==> config.mk <==
export PLATFORM = sky130hd
export DESIGN_NAME = dir_req_arbiter
export DESIGN_NICKNAME = d
export VERILOG_FILES = /design/src/rtl/coherence_pkg.sv /design/src/rtl/arb_watchdog.sv /design/src/rtl/dir_req_arbiter.sv
export SDC_FILE = /design/constraint.sdc
export NUM_CORES = 1
export LEC_CHECK = 0
export CORE_MARGIN = 2
export CORE_UTILIZATION = 25
export CTS_BUF_LIST = sky130_fd_sc_hd__clkbuf_8 sky130_fd_sc_hd__clkbuf_16
export CTS_CLUSTER_DIAMETER = 100
export CTS_CLUSTER_SIZE = 30
export DETAILED_ROUTE_END_ITERATION = 12
export GPL_ROUTABILITY_DRIVEN = 0
export PLACE_DENSITY = 0.57
export RECOVER_POWER = 25
export SYNTH_ARGS = -nofsm -noshare
export SYNTH_HDL_FRONTEND = slang
export SYNTH_SLANG_ARGS = --single-unit
==> constraint.sdc <==
create_clock -name clk -period 2.69 [get_ports clk]
set_clock_uncertainty 0.2 [all_clocks]
set_input_delay 0.538 -clock clk [delete_from_list [all_inputs] [get_ports clk]]
set_output_delay 0.538 -clock clk [all_outputs]
set_load 0.1 [all_outputs]
==> src/rtl/coherence_pkg.sv <==
// Shared coherence types: cache request codes, arbiter states, block states.
// Read by dir_req_arbiter and the bench; ARB_TIMEOUT_EN lives in the arbiter.
package coherence_pkg;

    localparam int DEF_ADDR_W = 1;

    typedef enum logic [1:0] {
        ok       = 2'd0,
        blk_rreq = 2'd1,
        blk_excl = 2'd2,
        noop     = 2'd3
    } cache_reqstatus_t;

    typedef enum logic [2:0] {
        ONE      = 3'd0,
        ONEWAIT  = 3'd1,
        TWO      = 3'd2,
        TWOWAIT  = 3'd3,
        ONESERVE = 3'd4,
        TWOSERVE = 3'd5
    } arbiter_status_t;

    typedef enum logic [1:0] {
        blk_invalid   = 2'd0,
        blk_shared    = 2'd1,
        blk_exclusive = 2'd2
    } block_status_t;

    function automatic logic is_pending(input logic [1:0] r);
        return (r == blk_rreq) || (r == blk_excl);
    endfunction

endpackage

==> src/rtl/arb_watchdog.sv <==
// Wait-phase down-counter; flags the last cycle before the count hits 0.
// Only instantiated when ARB_TIMEOUT_EN is defined.
module arb_watchdog #(
    parameter int TIMEOUT_CYC = 15
) (
    input  logic clk,
    input  logic rst_n,
    input  logic start,
    input  logic run,
    output logic expire
);

    localparam int CW = $clog2(TIMEOUT_CYC + 1);

    logic [CW-1:0] cnt;

    always_ff @(posedge clk or negedge rst_n) begin
        if (!rst_n) begin
            cnt <= '0;
        end else if (start) begin
            cnt <= CW'(TIMEOUT_CYC);
        end else if (run && cnt != '0) begin
            cnt <= cnt - CW'(1);
        end
    end

    // This edge takes the count to zero.
    assign expire = run && (cnt == CW'(1));

endmodule

==> src/rtl/dir_req_arbiter.sv <==
// Round-robin arbiter putting cc1/cc2 block requests onto the directory.
// Optional wait-phase abort is enabled by defining ARB_TIMEOUT_EN.
module dir_req_arbiter
    import coherence_pkg::*;
#(
    parameter int ADDR_W      = DEF_ADDR_W,
    parameter int TIMEOUT_CYC = 15
) (
    input  logic              clk,
    input  logic              rst_n,
    input  logic [1:0]        cache_req1,
    input  logic [ADDR_W-1:0] blk_add1,
    input  logic              back_data1,
    input  logic [1:0]        cache_req2,
    input  logic [ADDR_W-1:0] blk_add2,
    input  logic              back_data2,
    output logic              arb_ack1,
    output logic              arb_ack2,
    output logic              dir_valid,
    output logic [1:0]        dir_req,
    output logic [ADDR_W-1:0] dir_add,
    output logic              dir_data,
    output logic              dir_src,
    input  logic              dir_done,
    output logic              arb_timeout,
    output logic [2:0]        arb_state
);

    if (TIMEOUT_CYC < 2) begin : g_bad_cfg
        $error("TIMEOUT_CYC must be at least 2");
    end

    arbiter_status_t state, state_nx;
    logic pend1, pend2;
    logic serving, waiting;
    logic expire;

    // An acked requester is still dropping its request this cycle.
    assign pend1 = is_pending(cache_req1) && !arb_ack1;
    assign pend2 = is_pending(cache_req2) && !arb_ack2;

    assign serving   = (state == ONESERVE) || (state == TWOSERVE);
    assign waiting   = (state == ONEWAIT) || (state == TWOWAIT);
    assign dir_valid = serving;
    assign arb_state = state;

    always_comb begin
        state_nx = state;
        unique case (state)
            ONE: begin
                if (pend1) begin
                    state_nx = ONESERVE;
                end else if (pend2) begin
                    state_nx = TWOSERVE;
                end
            end
            TWO: begin
                if (pend2) begin
                    state_nx = TWOSERVE;
                end else if (pend1) begin
                    state_nx = ONESERVE;
                end
            end
            ONESERVE: state_nx = ONEWAIT;
            TWOSERVE: state_nx = TWOWAIT;
            ONEWAIT: begin
                if (dir_done || expire) begin
                    state_nx = TWO;
                end
            end
            TWOWAIT: begin
                if (dir_done || expire) begin
                    state_nx = ONE;
                end
            end
            default: state_nx = ONE;
        endcase
    end

    always_ff @(posedge clk or negedge rst_n) begin
        if (!rst_n) begin
            state    <= ONE;
            arb_ack1 <= 1'b0;
            arb_ack2 <= 1'b0;
            dir_req  <= '0;
            dir_add  <= '0;
            dir_data <= 1'b0;
            dir_src  <= 1'b0;
        end else begin
            state    <= state_nx;
            arb_ack1 <= (state == ONEWAIT) && (dir_done || expire);
            arb_ack2 <= (state == TWOWAIT) && (dir_done || expire);
            // SERVE is only reachable from idle, so this is the grant edge.
            if (state_nx == ONESERVE) begin
                dir_req  <= cache_req1;
                dir_add  <= blk_add1;
                dir_data <= back_data1;
                dir_src  <= 1'b0;
            end else if (state_nx == TWOSERVE) begin
                dir_req  <= cache_req2;
                dir_add  <= blk_add2;
                dir_data <= back_data2;
                dir_src  <= 1'b1;
            end
        end
    end

`ifdef ARB_TIMEOUT_EN
    arb_watchdog #(
        .TIMEOUT_CYC(TIMEOUT_CYC)
    ) u_watchdog (
        .clk   (clk),
        .rst_n (rst_n),
        .start (serving),
        .run   (waiting),
        .expire(expire)
    );

    // A completion on the expiry edge counts as a normal finish.
    always_ff @(posedge clk or negedge rst_n) begin
        if (!rst_n) begin
            arb_timeout <= 1'b0;
        end else begin
            arb_timeout <= waiting && expire && !dir_done;
        end
    end
`else
    assign expire      = 1'b0;
    assign arb_timeout = 1'b0;
`endif

endmodule
# ---- Word level (Yosys, flattened, before mapping)
# Cells that the tools add are included.
dict set report word_totals {
  ff_bits 10
  inputBits 11
  output_inout_bits 12
  word_cells 44
}
dict set report classes {
  eq_ne 11
  mux 15
  reduce_logical 11
}
# operator n
set ops {}
lappend ops {{2-to-1 mux 3 bit} 6}
lappend ops {{case mux 3 bit (6 select lines)} 1}
lappend ops {{equality test 3 bit, second input constant} 4}
lappend ops {{equality test 3 x 2 -> 1 bit, second input constant} 2}
lappend ops {{2-to-1 mux 1 bit} 6}
lappend ops {{equality test 2 x 1 -> 1 bit, second input constant} 2}
lappend ops {{equality test 2 bit, second input constant} 2}
lappend ops {{logical AND 1 bit} 4}
lappend ops {{2-to-1 mux 2 bit} 2}
lappend ops {{equality test 3 x 1 -> 1 bit, second input constant} 1}
lappend ops {{zero test 3 bit} 1}
lappend ops {{logical OR 1 bit} 3}
lappend ops {{zero test 1 bit} 2}
lappend ops {{nonzero test 2 bit} 1}

# ---- Depth between registers and ports, before layout
# Gate-level depths: netlist of run 1.
dict set report depth {
  word_depth 9
  depth_mapped 5
}

# ---- Worst setup path after synthesis of run 1
# No wires, ideal clock.
dict set report synth_path {
  path_type {register -> output}
  startpoint {register state[2], in the netlist arb_state[2]}
  endpoint {output dir_valid}
  arrival_time_ps 2488
  setup_slack_ps -536
  stages_incl_launch_ff 3
  cell_sequence {dfrtp_1 inv_1 nor2_1}
}
dict set report synth_via {
  elab_chain_len 2
  word_cells_on_any_way 3
  cone_classes {eq/ne (2); reduce/logical (1)}
}
# item line_no
set synth_rtl {}
lappend synth_rtl {{start, declared} dir_req_arbiter.sv:33} ;# arbiter_status_t state, state_nx;
lappend synth_rtl {{start signal, assigned} dir_req_arbiter.sv:90} ;# state <= state_nx;
lappend synth_rtl {{equality test 3 bit} dir_req_arbiter.sv:42} ;# assign serving = (state == ONESERVE) || (state == TWOSERVE);
lappend synth_rtl {{logical OR 1 bit *} dir_req_arbiter.sv:42}
lappend synth_rtl {{end, declared} dir_req_arbiter.sv:19} ;# output logic dir_valid,
# Mark *: on every way between the ends. The rest lies on a longest branch, timed or not.

# ---- Worst setup path in the final report of run 1
dict set report layout_path {
  startpoint {input cache_req1[1]}
  endpoint {register dir_add}
}
dict set report layout_via {
  elab_chain_len 8
  word_cells_on_any_way 12
  cone_classes {eq/ne (4); mux (5); reduce/logical (3)}
}
# item line_no
set layout_rtl {}
lappend layout_rtl {{start, declared} dir_req_arbiter.sv:11} ;# input logic [1:0] cache_req1,
lappend layout_rtl {{equality test 2 x 1 -> 1 bit / equality test 2 bit (equally long branches)} coherence_pkg.sv:30} ;# return (r == blk_rreq) || (r == blk_excl);
lappend layout_rtl {{logical OR 1 bit *} coherence_pkg.sv:30}
lappend layout_rtl {{logical AND 1 bit *} dir_req_arbiter.sv:39} ;# assign pend1 = is_pending(cache_req1) && !arb_ack1;
lappend layout_rtl {{2-to-1 mux 3 bit} dir_req_arbiter.sv:60} ;# end else if (pend1) begin
lappend layout_rtl {{2-to-1 mux 3 bit} dir_req_arbiter.sv:58} ;# if (pend2) begin
lappend layout_rtl {{case mux 3 bit (6 select lines) *} dir_req_arbiter.sv:49} ;# unique case (state)
lappend layout_rtl {{equality test 3 bit (on tied branches)} {dir_req_arbiter.sv:94, dir_req_arbiter.sv:99}}
lappend layout_rtl {{2-to-1 mux 1 bit / nonzero test 2 bit (equally long branches)} --}
lappend layout_rtl {{end signal, assigned} dir_req_arbiter.sv:96} ;# dir_add <= blk_add1;
lappend layout_rtl {{end signal, assigned} dir_req_arbiter.sv:101} ;# dir_add <= blk_add2;
lappend layout_rtl {{end, declared} dir_req_arbiter.sv:21} ;# output logic [ADDR_W-1:0] dir_add,
# Marks and branches as above.
# A chain may end at the register's enable or synchronous reset.

==> results of run 1 <==
-- stage by stage --
stage / std cells / utilization [%] / cell area (µm²) / hold slack (ns) / setup slack, ns
floorplan: 51 / - / 537 / 0.0424 / 0.184
global placement: 97 / 37.4 / 741 / 0.271 / 0.250
detailed placement: 97 / 37.4 / 741 / 0.275 / 0.242
CTS: 100 / 39.5 / 782 / 0.288 / 0.478
global route: 100 / 39.5 / 782 / 0.310 / 0.413
finish: 100 / 39.5 / 782 / 0.283 / 0.495
-- cells by family after synthesis --
| logic type | count (synthesis) | share of synthesized area, % |
|---|---|---|
| DFF | 10 | 47.3 |
| and+or+nand+nor | 17 | 17.7 |
| xor gates and xnor gates | 2 | 4.73 |
| AOI/OAI and AO/OA | 9 | 11.6 |
| buffers and inverters | 7 | 5.91 |
| other | 1 | 0.709 |
| muxes | 5 | 12.1 |
-- worst max-delay path, delay by kind of cell --
| kind | cells | cell delay (ns) |
|---|---|---|
| multiplexers | 2 | 0.63 |
| buffers and inverters | 1 | 0.47 |
| AND/OR/NAND/NOR | 1 | 0.27 |
| XOR/XNOR | 1 | 0.20 |
-- worst paths after layout --
path / to / slack (ns) / depth (start not counted)
worst max-delay path: dir_add / 0.49 / 5
worst max register to register: dir_add / 0.85 / 3
min in group asynchronous: dir_src / 0.49 / 1
max in group asynchronous: arb_state[2] / 1.49 / 1
worst min-delay path: dir_req[1] / 0.28 / 1
worst min register to register: dir_req[1] / 0.28 / 1
-- synth_stat cells (all sizes together) --
library cell,instances,area share (%)
nand4,1,1.2
a21oi,1,0.94
xnor2,2,4.7
o21ai,2,1.9
buf,1,1.4
o221ai,1,1.7
a21o,1,1.4
inv,5,3.5
nor2b,1,1.2
o311ai,2,3.3
o22ai,2,2.4
nor2,4,2.8
nor3,4,3.8
nand2,3,2.1
nor4,2,3.5
nand3,1,0.94
or3b,1,2.1
mux2,5,12
dfrtp,10,47
conb,1,0.71
clkbuf,1,0.94
-- registers in the layout (all words and copies together) (netlist names) --
signal	count
dir_req	2
dir_add	1
dir_data	1
arb_ack2	1
arb_state	3
dir_src	1
arb_ack1	1
-- cell type report --
class	instances	area, µm²
multi-input cells	34	255
clock buffers	3	41.3
fillers	182	1200
well taps	27	33.8
flip-flops and latches	10	250
repair buffers	21	183
inverters	5	18.8
-- per-layer routing --
layer	wire, µm	share of wire, %	vias up	global-route usage [%]
met2	560	48	20	16.2
met4	0	0	0	4.17
li1	-	-	223	-
met1	492	42	215	11.5
met5	0	0	-	0
met3	111	9.5	0	3.64
==> out/qor.txt, run 1 <==
Synthesis-to-layout area growth -> 47.8%
Post-route antenna net violation count -> 0
Initial antenna violation count -> 0
Largest net degree at the start of global routing -> 11
CTS sink cnt -> 10
Port Buf Inserts -> 21
DRT Pass-1 Iters -> 4
CP Launch Point -> cache_req1[1]
Width of the die -> 50.0 µm
Register area share after synthesis -> 47.3%
Top-Level Pins -> 23
Syn Area/Cell -> 10.4 µm²
CP max FO -> 4
Max clock buf depth -> 2
Final Hold Violating Endpoints -> 0
Tcrit/Tclk final -> 81.6%
Worst Path Class, Setup -> input port to flip-flop
Synth cell types -> 24
Slowest library cell on the worst path -> clkdlybuf4s50_1
Setup tns final -> 0 ns
Cell Chain, Critical Path -> clkdlybuf4s50_1, xnor2_2, nor4_2, mux2_2, mux2_4
Unrepaired setup endpoints after global routing -> false
Setup Fix Bufs, Post-CTS -> 0
Gr ovfl total -> 0
Commonest non-fill, non-tap cell in the layout -> buf_4
CTS tree -> built
Resize count post-CTS -> 0
RR Startpoint -> arb_state[0]
Critical path's largest stage delay -> 0.47 ns
Layout cells sized above 1 -> 31.5%
Hold Crit Class -> flip-flop to flip-flop
Syn Nets -> 62
Worst Setup End Kind -> flip-flop
Routed len/inst -> 11.6 µm
Final nets -> 86
Initial Util -> 26.7%
First-pass GRT wire length -> 1.87 mm
Diodes inserted -> 0
Initial DRC count -> 8
Most frequent cells in the layout -> buf_4, dfrtp_1, clkdlybuf4s50_1
Worst-Skew Late Latency -> 0.23 ns
Via/cell ratio -> 4.58
DR vias -> 458
Fmax -> 456 MHz
CTS clk-pin slew, worst paths -> 0.04 ns
Syn Inst Count -> 51
CTS buffer count -> 3
Status -> finished clean
CP Data Required Time -> 2.60 ns
DIE AREA -> 2500 µm²
Overall routing resource usage -> 9.90%
Fin crit period -> 2.20 ns
Worst setup SP type -> input port
WP data arrival -> 2.11 ns
Cell Area, Synth -> 529 µm²
Vias in the first global route -> 456
Die H -> 50.0 µm
Core area -> 1980 µm²
Yosys reg bits -> 10
Min-delay src -> dir_req[1]
Final wirelength -> 1.16 mm
Synth warnings -> 0
Max-Cap Viols -> 0
Drt drc -> 0
CTS Hold Bufs -> 0
CTS root buf -> clkbuf_8
Final Max Slew Viols -> 0
Num rows -> 16
Final setup fails -> 0
Htree depth -> 1
Power of run 1 is not shown: default switching activity piles up to over one toggle a cycle in this logic, so the estimate is an artifact.
==> inputs of run 2 (changes only) <==
==> constraint.sdc (replaced) <==
create_clock -name clk -period 2.23 [get_ports clk]
set_clock_uncertainty 0.2 [all_clocks]
set_input_delay 0.446 -clock clk [delete_from_list [all_inputs] [get_ports clk]]
set_output_delay 0.446 -clock clk [all_outputs]
set_load 0.1 [all_outputs]
==> run 2 against run 1 <==
Effect of this change:
- critical path depth unchanged
- non-clock buffer count up 4
- first-iteration DRC count down 25%
- final cell count up 4.0%
- count of clock-buffer cells in the layout unchanged
- highest routed layer unchanged
- cell area up 12%
- wire length up 8.2%
- die area unchanged
- global-route usage up 1.7 points
- via count down 0.22%
==> out/qor.txt, run 2 (synthesis results as in run 1) <==
Status -> finished clean
Drt drc -> 0 (unchanged)
Final Max Slew Viols -> 0 (unchanged)
M3 GR Usage -> 5.45% (+1.8 points)
DRT Pass-1 Iters -> 3 (-1)
Slowest library cell on the worst path -> clkdlybuf4s50_1
Resize count post-CTS -> 0 (unchanged)
Max reg flops -> 3 (unchanged)
Critical path's largest stage delay -> 0.47 ns (about the same)
CTS clk-pin slew, worst paths -> 0.04 ns (about the same)
Largest net degree at the start of global routing -> 11 (unchanged)
GR met1 Demand/Resource -> 13.9% (+2.4 points)
Most used routing layer -> met2
CTS root buf -> clkbuf_8
CTS tree -> built
Register area -> 253 µm² (+1.0%)
Commonest non-fill, non-tap cell in the layout -> buf_4
WP data arrival -> 2.01 ns (-0.10 ns)
Port Buf Inserts -> 21 (unchanged)
Die H -> 50.0 µm (unchanged)
Vias in the first global route -> 491 (+7.7%)
Layout cells sized above 1 -> 37.7% (+6.2 points)
Worst setup SP type -> input port
Via/cell ratio -> 4.39 (-4.1%)
Cell Chain, Critical Path -> clkdlybuf4s50_1, xnor2_2, nor4_2, mux2_2, mux2_4
Fin crit period -> 2.10 ns
Tcrit/Tclk final -> 94.4%
Routed len/inst -> 12.1 µm (+4.0%)
Diodes inserted -> 0 (unchanged)
Num rows -> 16 (unchanged)
First-pass GRT wire length -> 2.17 mm (+16%)
Fmax -> 475 MHz
Initial antenna violation count -> 0 (unchanged)
Worst Path Class, Setup -> input port to flip-flop
CP max FO -> 3 (-1)
Final nets -> 90 (+4.7%)
Core area -> 1980 µm² (unchanged)
Initial DRC count -> 6 (-2)
DR vias -> 457 (-0.22%)
WHS -> 0.274 ns (-0.00849 ns)
Max clock buf depth -> 2 (unchanged)
FILL cells -> 185 (+1.6%)
CTS sink cnt -> 10 (unchanged)
DIE AREA -> 2500 µm² (unchanged)
CTS Hold Bufs -> 0 (unchanged)
Synthesis-to-layout area growth -> 65.7%
Final Hold Violating Endpoints -> 0 (unchanged)
Final wirelength -> 1.26 mm (+8.2%)
Final setup fails -> 0 (unchanged)
Unrepaired setup endpoints after global routing -> false
Multi-input gate area -> 255 µm² (unchanged)
Hold Crit Class -> flip-flop to flip-flop
Most frequent cells in the layout -> buf_4, clkdlybuf4s50_1, dfrtp_1
Worst Setup End Kind -> flip-flop
Setup tns final -> 0 ns (unchanged)
Top-Level Pins -> 23 (unchanged)
Worst-Skew Late Latency -> 0.23 ns (about the same)
Gr ovfl total -> 0 (unchanged)
Post-route antenna net violation count -> 0 (unchanged)
M2 GR Usage -> 18.0% (+1.8 points)
Setup Fix Bufs, Post-CTS -> 0 (unchanged)
Max-Cap Viols -> 0 (unchanged)
Htree depth -> 1 (unchanged)
Width of the die -> 50.0 µm (unchanged)
HPWL after DPL -> 1.04 mm
CTS buffer count -> 3 (unchanged)
CP Data Required Time -> 2.14 ns (-0.46 ns)
Overall routing resource usage -> 11.6% (+1.7 points)
Initial Util -> 26.7% (unchanged)
-- run 2: cell count changes in the layout (fill, tap and decap cells not counted), sizes merged --
cell,before,now
buf,11,15
-- run 2: area by class of cell --
class | instances | area share, %
timing repair buffer | 25 | 31.4
multi-input combinational | 34 | 29.1
sequential | 10 | 28.8
clock buffer | 3 | 4.71
tap | 27 | 3.85
inverter | 5 | 2.14
-- run 2: path summary, 6_finish.rpt --
kind | depth (start not counted) | slack [ns] | startpoint | end
worst max-delay path | 5 | 0.13 | cache_req1[1] | dir_data
worst min-delay path | 1 | 0.27 | dir_req[1] | dir_req[1]
worst max register to register | 3 | 0.33 | arb_state[0] | dir_data
worst min register to register | 1 | 0.27 | dir_req[1] | dir_req[1]
max in group asynchronous | 1 | 1.07 | rst_n | arb_state[2]
min in group asynchronous | 1 | 0.41 | rst_n | dir_src
-- run 2: per-stage QoR --
| stage | util [%] | worst slack (ns) | instance area (µm²) | instances |
|---|---|---|---|---|
| final | 44.3 | 0.126 | 877 | 104 |
| after global routing | 44.3 | 0.0519 | 877 | 104 |
| after CTS | 44.3 | 0.121 | 877 | 104 |
| after detailed placement | 42.2 | -0.106 | 836 | 101 |
| after global placement | 42.2 | -0.0891 | 836 | 101 |
| after floorplan | - | 0.0301 | 539 | 51 |
-- run 2: layer usage --
layer / wire length [µm] / vias to the layer above
met2: 604 / 11
met5: 0 / -
met3: 82 / 0
met4: 0 / 0
li1: - / 233
met1: 572 / 213
-- run 2: worst max-delay path, delay by kind of cell --
family                 cells  cell delay [ns]
buffers and inverters      1             0.47
AND/OR/NAND/NOR            1             0.27
multiplexers               2             0.63
XOR/XNOR                   1             0.19
Power of run 2 is left out for the same reason.
